File: config.mk
export PLATFORM = sky130hd
export DESIGN_NAME = mcu_core
export DESIGN_NICKNAME = d
export VERILOG_FILES = /design/src/rtl/mcu_pkg.sv /design/src/rtl/mcu_alu.sv /design/src/rtl/mcu_core.sv
export SDC_FILE = /design/constraint.sdc
export NUM_CORES = 1
export LEC_CHECK = 0
export CAP_MARGIN = 0
export CORE_ASPECT_RATIO = 1.4
export CORE_UTILIZATION = 60
export CTS_CLUSTER_SIZE = 20
export DETAILED_ROUTE_END_ITERATION = 10
export PLACE_DENSITY = 0.81
export SLEW_MARGIN = 10
export SYNTH_ARGS = -nofsm -noshare
export SYNTH_HDL_FRONTEND = slang
export SYNTH_SLANG_ARGS = --single-unit
export TNS_END_PERCENT = 1
File: constraint.sdc
create_clock -name clk -period 4.8 [get_ports clk]
set_input_delay 0.48 -clock clk [delete_from_list [all_inputs] [get_ports clk]]
set_output_delay 0.48 -clock clk [all_outputs]
set_load 0.005 [all_outputs]
File: src/rtl/mcu_pkg.sv
// rtl/mcu_pkg.sv - opcodes, FSM states and instruction field positions for mcu_core
package mcu_pkg;

    localparam logic [3:0] OP_NOP  = 4'h0;
    localparam logic [3:0] OP_LDIN = 4'h1;
    localparam logic [3:0] OP_LD   = 4'h2;
    localparam logic [3:0] OP_ST   = 4'h3;
    localparam logic [3:0] OP_ADD  = 4'h4;
    localparam logic [3:0] OP_SUB  = 4'h5;
    localparam logic [3:0] OP_AND  = 4'h6;
    localparam logic [3:0] OP_XOR  = 4'h7;
    localparam logic [3:0] OP_LDK  = 4'h8;
    localparam logic [3:0] OP_SHL  = 4'h9;
    localparam logic [3:0] OP_JMP  = 4'hA;
    localparam logic [3:0] OP_JZ   = 4'hB;
    localparam logic [3:0] OP_JC   = 4'hC;
    localparam logic [3:0] OP_OUT  = 4'hD;
    localparam logic [3:0] OP_RSVD = 4'hE;
    localparam logic [3:0] OP_HALT = 4'hF;

    typedef enum logic [1:0] {
        ST_FETCH = 2'd0,
        ST_EXEC  = 2'd1,
        ST_HALT  = 2'd2
    } state_t;

    localparam int OPC_MSB  = 7;
    localparam int OPC_LSB  = 4;
    localparam int BANK_BIT = 3;
    localparam int IMM_MSB  = 3;
    localparam int IMM_LSB  = 0;

endpackage

File: src/rtl/mcu_alu.sv
// rtl/mcu_alu.sv - combinational accumulator ALU; non-carry ops pass carry_i through
module mcu_alu
    import mcu_pkg::*;
#(
    parameter int DATA_W = 8
) (
    input  logic [3:0]        op_i,
    input  logic [DATA_W-1:0] acc_i,
    input  logic [DATA_W-1:0] operand_i,
    input  logic              carry_i,
    output logic [DATA_W-1:0] result_o,
    output logic              carry_o,
    output logic              zero_o
);

    logic [DATA_W:0] sum;
    logic [DATA_W:0] diff;

    assign sum  = {1'b0, acc_i} + {1'b0, operand_i};
    assign diff = {1'b0, acc_i} - {1'b0, operand_i};

    always_comb begin
        result_o = acc_i;
        carry_o  = carry_i;
        case (op_i)
            OP_LDIN, OP_LD, OP_LDK: result_o = operand_i;
            OP_ADD: begin
                result_o = sum[DATA_W-1:0];
                carry_o  = sum[DATA_W];
            end
            // The extra MSB of the widened difference is the borrow.
            OP_SUB: begin
                result_o = diff[DATA_W-1:0];
                carry_o  = diff[DATA_W];
            end
            OP_AND: result_o = acc_i & operand_i;
            OP_XOR: result_o = acc_i ^ operand_i;
            OP_SHL: begin
                result_o = {acc_i[DATA_W-2:0], 1'b0};
                carry_o  = acc_i[DATA_W-1];
            end
            default: ;
        endcase
    end

    assign zero_o = (result_o == '0);

endmodule

File: src/rtl/mcu_core.sv
// rtl/mcu_core.sv - two-phase fetch/execute 8-bit-instruction core; `define BRANCH_EN enables JZ/JC
module mcu_core
    import mcu_pkg::*;
#(
    parameter int ADDR_W = 4,
    parameter int DATA_W = 8,
    parameter int NREG   = 8
) (
    input  logic              clk,
    input  logic              rst,
    input  logic [7:0]        instr,
    input  logic [DATA_W-1:0] move_in,
    output logic [ADDR_W-1:0] instr_addr,
    output logic [DATA_W-1:0] out_sys,
    output logic              out_valid,
    output logic              halted
);

    localparam int IDX_W = (NREG > 1) ? $clog2(NREG) : 1;

    state_t            state_q, state_d;
    logic [ADDR_W-1:0] pc_q, pc_d;
    logic [7:0]        ir_q, ir_d;
    logic [DATA_W-1:0] acc_q, acc_d;
    logic              c_q, c_d;
    logic              z_q, z_d;
    logic [DATA_W-1:0] out_q, out_d;
    logic              valid_q, valid_d;
    logic [DATA_W-1:0] regs_q [NREG];

    logic [3:0]        opcode;
    logic [IDX_W-1:0]  reg_idx;
    logic [DATA_W-1:0] reg_rd;
    logic [DATA_W-1:0] imm_data;
    logic [ADDR_W-1:0] imm_addr;
    logic [DATA_W-1:0] operand;
    logic [DATA_W-1:0] alu_res;
    logic              alu_c;
    logic              alu_z;
    logic              reg_we;

    assign opcode   = ir_q[OPC_MSB:OPC_LSB];
    assign reg_idx  = ir_q[IDX_W-1:0];
    assign reg_rd   = regs_q[reg_idx];
    assign imm_data = DATA_W'(ir_q[IMM_MSB:IMM_LSB]);
    assign imm_addr = ADDR_W'(ir_q[IMM_MSB:IMM_LSB]);

    always_comb begin
        case (opcode)
            OP_LDIN: operand = move_in;
            OP_LDK:  operand = imm_data;
            default: operand = reg_rd;
        endcase
    end

    mcu_alu #(.DATA_W(DATA_W)) u_alu (
        .op_i      (opcode),
        .acc_i     (acc_q),
        .operand_i (operand),
        .carry_i   (c_q),
        .result_o  (alu_res),
        .carry_o   (alu_c),
        .zero_o    (alu_z)
    );

    always_ff @(posedge clk or negedge rst) begin
        if (!rst) begin
            state_q <= ST_FETCH;
            pc_q    <= '0;
            ir_q    <= '0;
            acc_q   <= '0;
            c_q     <= 1'b0;
            z_q     <= 1'b0;
            out_q   <= '0;
            valid_q <= 1'b0;
        end else begin
            state_q <= state_d;
            pc_q    <= pc_d;
            ir_q    <= ir_d;
            acc_q   <= acc_d;
            c_q     <= c_d;
            z_q     <= z_d;
            out_q   <= out_d;
            valid_q <= valid_d;
        end
    end

    always_ff @(posedge clk or negedge rst) begin
        if (!rst) begin
            for (int i = 0; i < NREG; i++) regs_q[i] <= '0;
        end else if (reg_we) begin
            regs_q[reg_idx] <= acc_q;
        end
    end

    always_comb begin
        state_d = state_q;
        pc_d    = pc_q;
        ir_d    = ir_q;
        acc_d   = acc_q;
        c_d     = c_q;
        z_d     = z_q;
        out_d   = out_q;
        valid_d = 1'b0;
        reg_we  = 1'b0;
        case (state_q)
            ST_FETCH: begin
                ir_d    = instr;
                state_d = ST_EXEC;
            end
            ST_EXEC: begin
                state_d = ST_FETCH;
                pc_d    = pc_q + ADDR_W'(1);
                case (opcode)
                    OP_LDIN, OP_LD, OP_ADD, OP_SUB, OP_AND, OP_XOR, OP_LDK, OP_SHL: begin
                        acc_d = alu_res;
                        c_d   = alu_c;
                        z_d   = alu_z;
                    end
                    OP_ST: begin
                        reg_we = 1'b1;
                        if (ir_q[BANK_BIT]) begin
                            out_d   = acc_q;
                            valid_d = 1'b1;
                        end
                    end
                    OP_JMP: pc_d = imm_addr;
`ifdef BRANCH_EN
                    OP_JZ: if (z_q) pc_d = imm_addr;
                    OP_JC: if (c_q) pc_d = imm_addr;
`endif
                    OP_OUT: begin
                        out_d   = acc_q;
                        valid_d = 1'b1;
                    end
                    // PC parks on the HALT address so instr_addr stays there.
                    OP_HALT: begin
                        pc_d    = pc_q;
                        state_d = ST_HALT;
                    end
                    default: ;
                endcase
            end
            default: ;
        endcase
    end

    assign instr_addr = pc_q;
    assign out_sys    = out_q;
    assign out_valid  = valid_q;
    assign halted     = (state_q == ST_HALT);

endmodule

# Yosys cells after proc, flatten, opt, wreduce, memory -nomap -nowiden
# Cells that the tools add are included.
# Widths: inputs -> output; s select.
[word_totals]
ff_bits = 95
word_cells = 66
out_inout_bits = 14
input_bits = 18
mem_count = 0
ram_bits = 0
latch_bits = 0
mem_bits_ro = 0
[op_classes]
multipliers = 0
n_eq_ne = 15
n_addsub = 3
n_reduce_logical = 10
shifts = 0
muxes = 18
bitwise_logic = 4
n_div = 0
order_cmp = 2
[op_table]
columns = ["cell", "n"]
rows = [
  ["$bwmux 64", 1],
  ["$pmux 8 s6", 1],
  ["$mux 8", 4],
  ["$pmux 8 s2", 2],
  ["$bmux 8 s3", 1],
  ["$demux 8 s3", 1],
  ["$eq 4x4->1 const B", 5],
  ["$eq 4x3->1 const B", 4],
  ["$add 8x8->8", 1],
  ["$and 8x8->8", 1],
  ["$eq 4x2->1 const B", 2],
  ["$pmux 4 s2", 1],
  ["$reduce_or 8->1", 1],
  ["$sub 8x8->8", 1],
  ["$xor 8x8->8", 1],
  ["$reduce_and 3->1", 2],
  ["$reduce_bool 6->1", 1],
  ["$add 4x1->4 const B", 1],
  ["$eq 4x1->1 const B", 1],
  ["$ge 4x4->1 const B", 1],
  ["$lt 4x1->1 const B", 1],
  ["$mux 1", 4],
  ["$not 3->4", 1],
  ["$pmux 2 s2", 1],
  ["other kinds (11)", 12],
]

# Longest topological paths before layout
# Gate-level depths: netlist of the first run.
[logic_depth]
word_depth = 7
depth_mapped = 18
ltp_nobuf = 16

# Hierarchy
# A second synthesis of the first run with hierarchy kept.
[unflattened]
cells_unflattened = 569
area_unflattened_um2 = 5978.2
[modules_own_cells]
columns = ["mod", "area_each_um2", "cells_per_inst", "instances"]
rows = [
  ["mcu_core", 4533.1, 342, 1],
  ["mcu_alu", 1445.1, 227, 1],
]

# Worst setup path after synthesis of the first run
# OpenSTA, ideal clock, no wires.
[synth_timing]
path_kind = "register -> register"
startpoint = "reg ir_q[0]"
endpoint = "reg acc_q[7]"
period_less_slack_ns = 3.677
setup_ns = 0.065
arrival_time_ns = 3.612
path_slack_ns = 1.123
path_buffers = 2
path_stages_with_launch = 18
cell_sequence = "dfrtp_1 buf_6 buf_8 mux2i_1 mux4_2 o22ai_2 inv_1 ha_1 mux2i_1 ha_1 nor2b_1 o21ai_0 a21boi_0 o21ai_0 a21oi_1 or3b_2 mux2i_1 a211o_1"
[synth_via]
elab_chain_len = 7
elab_cells_between_ends = 10
cone_classes = "2 x add/sub; 5 x mux; 3 x bitwise"
[synth_rtl]
columns = ["item", "line", "source"]
rows = [
  ["start, declared", "mcu_core.sv:23", "logic [7:0] ir_q, ir_d;"],
  ["start signal, assigned", "mcu_core.sv:79", "ir_q <= ir_d;"],
  ["$not 3->4 (not written as such)", "mcu_core.sv:44", "assign reg_rd = regs_q[reg_idx];"],
  ["$bmux 8 s3", "mcu_core.sv:44", ""],
  ["$mux 8 (not written as such) (2 in a row)", "mcu_core.sv:44", ""],
  ["$pmux 8 s2 *", "mcu_core.sv:49", "case (opcode)"],
  ["$sub 8x8->8, or another cell as far along", "mcu_alu.sv:20", "assign diff = {1'b0, acc_i} - {1'b0, operand_i};"],
  ["$pmux 8 s6 *", "mcu_alu.sv:25", "case (op_i)"],
  ["end signal, assigned", "mcu_core.sv:71", "acc_q <= '0;"],
  ["end signal, assigned", "mcu_core.sv:80", "acc_q <= acc_d;"],
  ["end, declared", "mcu_core.sv:24", "logic [DATA_W-1:0] acc_q, acc_d;"],
]
# Every way passes the cells marked *; elsewhere a longest branch is shown, timed or not. The select of a mux whose other input is x is not followed.
# A chain may end at the register's enable or synchronous reset.

# Final worst setup path of the first run
# Ends and elaborated chain as after synthesis.

==> results of run 1 <==
-- registers in the layout (all words and copies together), names as in the netlist --
signal and cells:
regs_q 64, instr_addr 4, acc_q 8, ir_q 8, state_q 2, out_sys 8
out_valid 1
-- cells by family after synthesis --
family,after synthesis
fa+ha+maj,18
compound gates,96
mux,97
buf+inv,43
flops,95
xor+xnor,11
simple gates,110
-- power breakdown --
| part | switching [W] | internal (W) |
|---|---|---|
| registers | 0.000354 | 0.00104 |
| clock network | 0.000297 | 0.000485 |
| logic | 0.00110 | 0.000991 |
-- synthesized netlist by cell type, types with 3 or more instances --
| cell | number |
|---|---|
| o22ai_2 | 3 |
| a21oi_1 | 15 |
| nand2_1 | 38 |
| a22o_1 | 3 |
| a32o_1 | 5 |
| ha_1 | 17 |
| a22oi_1 | 3 |
| o21ai_0 | 34 |
| dfrtp_1 | 95 |
| mux2i_1 | 24 |
| nand3_1 | 7 |
| clkbuf_1 | 19 |
| inv_1 | 14 |
| a31oi_1 | 3 |
| nor3_1 | 4 |
| nor2_1 | 26 |
| nor2b_1 | 9 |
| a21o_1 | 5 |
| xor2_1 | 4 |
| mux4_2 | 7 |
| buf_2 | 4 |
| nand3b_1 | 4 |
| xnor2_1 | 7 |
| nand2b_1 | 6 |
| buf_6 | 3 |
| a221oi_1 | 5 |
| mux2_2 | 66 |
-- worst max-delay path by stage --
stage / from / endpoint / slack (ns) / depth (start not counted)
floorplan: ir_q[0] / acc_q[7] / 1.12 / 17
global placement: ir_q[0] / acc_q[7] / 0.82 / 15
detailed placement: ir_q[0] / acc_q[7] / 0.56 / 15
CTS: ir_q[0] / acc_q[7] / 0.53 / 15
global route: ir_q[0] / acc_q[7] / 0.17 / 15
finish: ir_q[0] / acc_q[7] / 0.49 / 15
-- worst reg2reg max path: cells and delay by family, from the launching register on --
family                     cells  cell delay (ns)
and+or+nand+nor                2             0.59
buffers and inverters          1             0.08
AOI/OAI and AO/OA              6             1.18
adders and majority gates      2             0.57
DFF                            1             0.75
muxes                          4             1.08
-- stage by stage --
stage | total power [W] | cell area [um^2] | setup WS, ns | util [%] | cells
final | 0.00427 | 5940 | 0.487 | 69.4 | 597
after global routing | 0.00455 | 5940 | 0.173 | 69.4 | 597
after CTS | 0.00426 | 5940 | 0.532 | 69.4 | 597
after detailed placement | 0.00347 | 5620 | 0.562 | 65.6 | 581
after global placement | 0.00338 | 5620 | 0.818 | 65.6 | 581
after floorplan | 0.00292 | 5290 | 1.12 | - | 470
-- routing by layer --
layer | part of all wire, % | up-vias | global-route usage [%] | wire length [um]
met5 | 0 | - | 0 | 0
met4 | 4.5 | 0 | 18.8 | 561
met3 | 5.1 | 41 | 5.89 | 633
met2 | 50 | 150 | 47.0 | 6260
met1 | 40 | 1920 | 36.0 | 5040
li1 | - | 1753 | - | -
-- cell type report --
cell class                      count  share of cell area (%)
Tap cell                          105                    2.21
Multi-Input combinational cell    332                    45.7
Timing Repair Buffer               35                    5.69
Clock buffer                       13                    4.38
Inverter                           14                   0.884
Sequential cell                    95                    40.0
Clock inverter                      3                    1.09
==> impl_metrics.env, run 1 <==
export IMPL_outcome="finished clean"
export IMPL_h_tree_depth=3
export IMPL_synthesis_area_mm2=0.00529
export IMPL_synthMuxAreaShare_pct=21.6
export IMPL_worstSkewPairLatency_ns=0.35
export IMPL_r2r_setup_slack_ns=0.49
export IMPL_synth_edff_count=0
export IMPL_grt_max_degree=53
export IMPL_ys_flop_type="dfrtp_1"
export IMPL_post_cts_setup_buffers=0
export IMPL_drc_errors=0
export IMPL_ir_worst_vdd_mv=0.880
export IMPL_holdWs_ns=0.147
export IMPL_critPathBufInv=1
export IMPL_yosys_area_top_type="dfrtp_1"
export IMPL_die_area_mm2=0.00921
export IMPL_max_freq_ghz=0.232
export IMPL_synthAdderAreaFrac_pct=4.40
export IMPL_cts_buffers=9
export IMPL_finalCriticalPeriod_ns=4.31
export IMPL_syn_nets=506
export IMPL_syn_to_final_growth_pct=12.2
export IMPL_synth_compound_area_share_pct=13.0
export IMPL_clk_pin_slew_worst_paths_ns=0.07
export IMPL_reg2reg_depth=15
export IMPL_clock_skew_ns=0.0126
export IMPL_crit_arrival_ns=4.60
export IMPL_end_kind="register"
export IMPL_post_cts_resized=0
export IMPL_cellPowerDensity_mw_per_mm2=718
export IMPL_cts_tree="built"
export IMPL_reg2reg_from="ir_q[0]"
export IMPL_setup_viol=0
export IMPL_regToRegEndpoint="acc_q[7]"
export IMPL_grt_first_pass_wirelength_um=19700
export IMPL_ioPinCount=32
export IMPL_dr_pass1_iters=5
export IMPL_grt_setup_unrepaired="false"
export IMPL_synthSimpleGateAreaFrac_pct=10.5
export IMPL_rows=40
export IMPL_ys_seq_area_share_pct=44.9
export IMPL_multi_input_area_mm2=0.00272
export IMPL_ys_ff_latch=95
export IMPL_wl_per_cell_um=20.9
export IMPL_grt_overflow=0
export IMPL_initial_utilization_pct=61.9
export IMPL_die_y_um=113
export IMPL_register_area_mm2=0.00238
export IMPL_dpl_hpwl_um=8600
export IMPL_synth_distinct_cells=62
export IMPL_max_stage_delay_ns=0.75
export IMPL_tightest_slew_ns=1.02
export IMPL_synthArstFlopShare_pct=100
export IMPL_finalSetupTns_ns=0
export IMPL_synth_xor_area_share_pct=1.82
export IMPL_drv_slew=0
export IMPL_syn_inst=470
export IMPL_drtAntennaViolNets=0
export IMPL_synth_top_family_by_area="multiplexers"
export IMPL_relSlewSlack_pct=31.6
export IMPL_synthTopCellsByArea="dfrtp_1 (45%), mux2_2 (14%), mux2i_1 (4.5%)"
export IMPL_crit_fanout=21
export IMPL_finalNetCount=523
export IMPL_timing_worst_setup_path_type="register to register"
export IMPL_hold_class="input port to async pin"
export IMPL_n_fill_cell=583
export IMPL_crit_path_start_kind="register"
export IMPL_cts_sinks=95
export IMPL_port_buffers=31
export IMPL_cts_buffer_depth=2
export IMPL_gp_congestion=0.891
export IMPL_die_x_um=81.4
export IMPL_hold_violations=0
export IMPL_synth_warnings=0
export IMPL_clock_tree_root_cell="clkbuf_16"
export IMPL_cp_required_ns=5.08
export IMPL_mostFrequentLayoutCells="dfrtp_1 (94), mux2_2 (66), nand2_1 (38), o21ai_0 (34), clkdlybuf4s50_1 (30)"
export IMPL_diodes=0
export IMPL_yosys_area_top_type_share_pct=44.9
export IMPL_via_per_inst=6.47
export IMPL_slowest_stage="dfrtp_2"
export IMPL_grt_pass1_vias=3762
export IMPL_syn_avg_cell_area_um2=11.3
export IMPL_drt_iter0_markers=261
export IMPL_cp_common_cell="mux2i_1"
export IMPL_core_area_mm2=0.00856
export IMPL_drv_cap=0
export IMPL_gr_usage_all_layers_pct=29.6
export IMPL_post_route_cells_drive_above_1_share_pct=22.0
export IMPL_leakage_nw=2.69
export IMPL_layout_commonest_cell="dfrtp_1"
export IMPL_fin_crit_sh_pct=89.8
export IMPL_wirelength_um=12500
export IMPL_antenna_found_initial=0
export IMPL_path_delay_family="compound AO/OA/AOI/OAI gates"
export IMPL_vias=3864
export IMPL_cts_hold_buf=0
export IMPL_cp_cell_sequence="mux2i_1 > mux4_2 > o22ai_2 > inv_1 > ha_1 > mux2i_1 > ha_1 > nor2b_1 > o21ai_0 > a21boi_0 > o21ai_0 > a21oi_1 > or3b_2 > mux2i_1 > a211o_1"
No activity file was read; power rests on OpenSTA's default activity.
==> inputs of run 2 (changes only) <==
--- a/config.mk
+++ b/config.mk
@@ -10,6 +10,7 @@
 export CORE_UTILIZATION = 60
 export CTS_CLUSTER_SIZE = 20
 export DETAILED_ROUTE_END_ITERATION = 10
+export GPL_ROUTABILITY_DRIVEN = 0
 export PLACE_DENSITY = 0.81
 export SLEW_MARGIN = 10
 export SYNTH_ARGS = -nofsm -noshare
==> run 2 against run 1 <==
  * Hold slack worse by 0.024 ns
  * Clock power up 7.0%
  * Sequential power about the same
  * Critical path depth unchanged
  * Via count down 0.75%
  * Cell area up 0.48%
  * Combinational power about the same
  * Worst setup slack better by 0.14 ns
==> impl_metrics.env, run 2 (synthesis gave the netlist of run 1 again) <==
export IMPL_outcome="finished clean"
export IMPL_hold_violations=0
export IMPL_dpl_hpwl_um=8550
export IMPL_final_area_mm2=0.00597
export IMPL_drc_errors=0
export IMPL_finalCriticalPeriod_ns=4.17
export IMPL_port_buffers=31
export IMPL_gr_usage_all_layers_pct=30.5
export IMPL_largest_register="regs_q"
export IMPL_ir_worst_vdd_mv=0.776
export IMPL_relSlewSlack_pct=38.7
export IMPL_wl_per_cell_um=21.1
export IMPL_clk_pin_slew_worst_paths_ns=0.07
export IMPL_cts_buffers=9
export IMPL_n_fill_cell=623
export IMPL_reg2reg_from="ir_q[0]"
export IMPL_post_cts_setup_buffers=0
export IMPL_max_freq_ghz=0.240
export IMPL_clock_skew_ns=0.0100
export IMPL_cts_tree="built"
export IMPL_cp_startpoint="ir_q[0]"
export IMPL_post_route_cells_drive_above_1_share_pct=22.5
export IMPL_hold_class="input port to async pin"
export IMPL_h_tree_depth=3
export IMPL_grt_pass1_vias=3916
export IMPL_initial_utilization_pct=61.9
export IMPL_cts_buffer_depth=2
export IMPL_core_area_mm2=0.00856
export IMPL_timing_worst_setup_path_type="register to register"
export IMPL_dp_slack_ns=0.706
export IMPL_die_x_um=81.4
export IMPL_dp_cells=582
export IMPL_drv_slew=0
export IMPL_p_int_w=0.00256
export IMPL_setup_ws_ns=0.627
export IMPL_ioPinCount=32
export IMPL_die_y_um=113
export IMPL_finalSetupTns_ns=0
export IMPL_cts_sinks=95
export IMPL_p_sw_share_pct=40.8
export IMPL_diodes=0
export IMPL_wirelength_um=12600
export IMPL_drv_cap=0
export IMPL_grt_setup_unrepaired="false"
export IMPL_drtAntennaViolNets=0
export IMPL_r2r_setup_slack_ns=0.63
export IMPL_crit_fanout=18
export IMPL_clock_tree_root_cell="clkbuf_16"
export IMPL_regToRegEndpoint="acc_q[7]"
export IMPL_end_kind="register"
export IMPL_drt_iter0_markers=346
export IMPL_holdWs_ns=0.123
export IMPL_antenna_found_initial=0
export IMPL_post_cts_resized=0
export IMPL_worstSkewPairLatency_ns=0.36
export IMPL_rows=40
export IMPL_syn_to_final_growth_pct=12.8
export IMPL_critPathCapture="acc_q[7]"
export IMPL_largest_register_ffs=64
export IMPL_cts_hold_buf=0
export IMPL_layout_commonest_cell="dfrtp_1"
export IMPL_grt_overflow=0
export IMPL_grt_max_degree=52
export IMPL_reg2reg_depth=15
export IMPL_finalNetCount=524
export IMPL_stdcell_count=598
export IMPL_setup_viol=0
export IMPL_cellPowerDensity_mw_per_mm2=724
export IMPL_dr_pass1_iters=5
export IMPL_grt_first_pass_wirelength_um=20500
export IMPL_mostFrequentLayoutCells="dfrtp_1 (94), mux2_2 (66), nand2_1 (38), o21ai_0 (34), clkdlybuf4s50_1 (30)"
export IMPL_pwr_share_clk_pct=19.4
export IMPL_tightest_slew_ns=0.915
export IMPL_leakage_nw=2.71
export IMPL_pwr_share_comb_pct=48.9
export IMPL_seq_power_share_pct=31.7
export IMPL_p_switching_w=0.00176
export IMPL_cp_required_ns=5.09
export IMPL_dpl_instance_area_mm2=0.00562
export IMPL_vias=3835
export IMPL_crit_path_start_kind="register"
export IMPL_crit_arrival_ns=4.47
export IMPL_fin_crit_sh_pct=86.9
export IMPL_via_per_inst=6.41
export IMPL_die_area_mm2=0.00921
==> run 2: per-layer routing <==
metal  track usage (%)  share of wire (%)  up-vias  wire length [um]
li1                  -                  -     1742                 -
met1              39.3                 40     1915              5090
met2              48.6                 50      136              6360
met3              3.95                4.5       42               569
met4              17.6                4.6        0               577
met5                 0                  0        -                 0
==> run 2: worst max-delay path: stages (launching register included) <==
cell      delay (ns)
dfrtp_2         0.71
mux2i_1         0.15
mux4_2          0.50
o22ai_2         0.24
inv_1           0.10
ha_1            0.32
mux2i_1         0.25
ha_1            0.29
nor2b_1         0.13
o21ai_0         0.20
a21boi_0        0.15
o21ai_0         0.24
a21oi_1         0.12
or3b_2          0.47
mux2i_1         0.14
a211o_1         0.12
==> run 2: final cells by class <==
cell class / count / area [um^2] / area share (%)
clock buffers: 10 / 239 / 4.00
clock inverters: 6 / 108 / 1.80
inverters: 14 / 52.6 / 0.880
multi-input cells: 332 / 2720 / 45.5
flip-flops and latches: 95 / 2380 / 39.8
well taps: 105 / 131 / 2.20
repair buffers: 36 / 345 / 5.78
==> run 2: worst min path at each step <==
stage | endpoint | slack, ns | depth (start not counted) | from
after CTS | acc_q[4] | 0.15 | 1 | rst
after detailed placement | regs_q[29] | 0.47 | 2 | regs_q[29]
after global placement | regs_q[29] | 0.46 | 2 | regs_q[29]
after floorplan | acc_q[0] | 0.18 | 0 | rst
final | out_sys[6] | 0.12 | 1 | rst
after global routing | acc_q[4] | 0.18 | 1 | rst
==> run 2: power groups by stage <==
| stage | clock [W] | combinational (W) | sequential, W |
|---|---|---|---|
| final | 0.000837 | 0.00211 | 0.00137 |
| after global routing | 0.000872 | 0.00234 | 0.00141 |
| after CTS | 0.000843 | 0.00210 | 0.00137 |
| after detailed placement | 0 | 0.00208 | 0.00138 |
| after global placement | 0 | 0.00202 | 0.00136 |
| after floorplan | 0 | 0.00173 | 0.00119 |
==> run 2: through the flow <==
step	utilization, %	total power (W)
3_5_place_dp	65.7	0.00346
6_report	69.8	0.00432
4_1_cts	69.8	0.00431
3_3_place_gp	65.7	0.00338
5_1_grt	69.8	0.00462
2_1_floorplan	-	0.00292
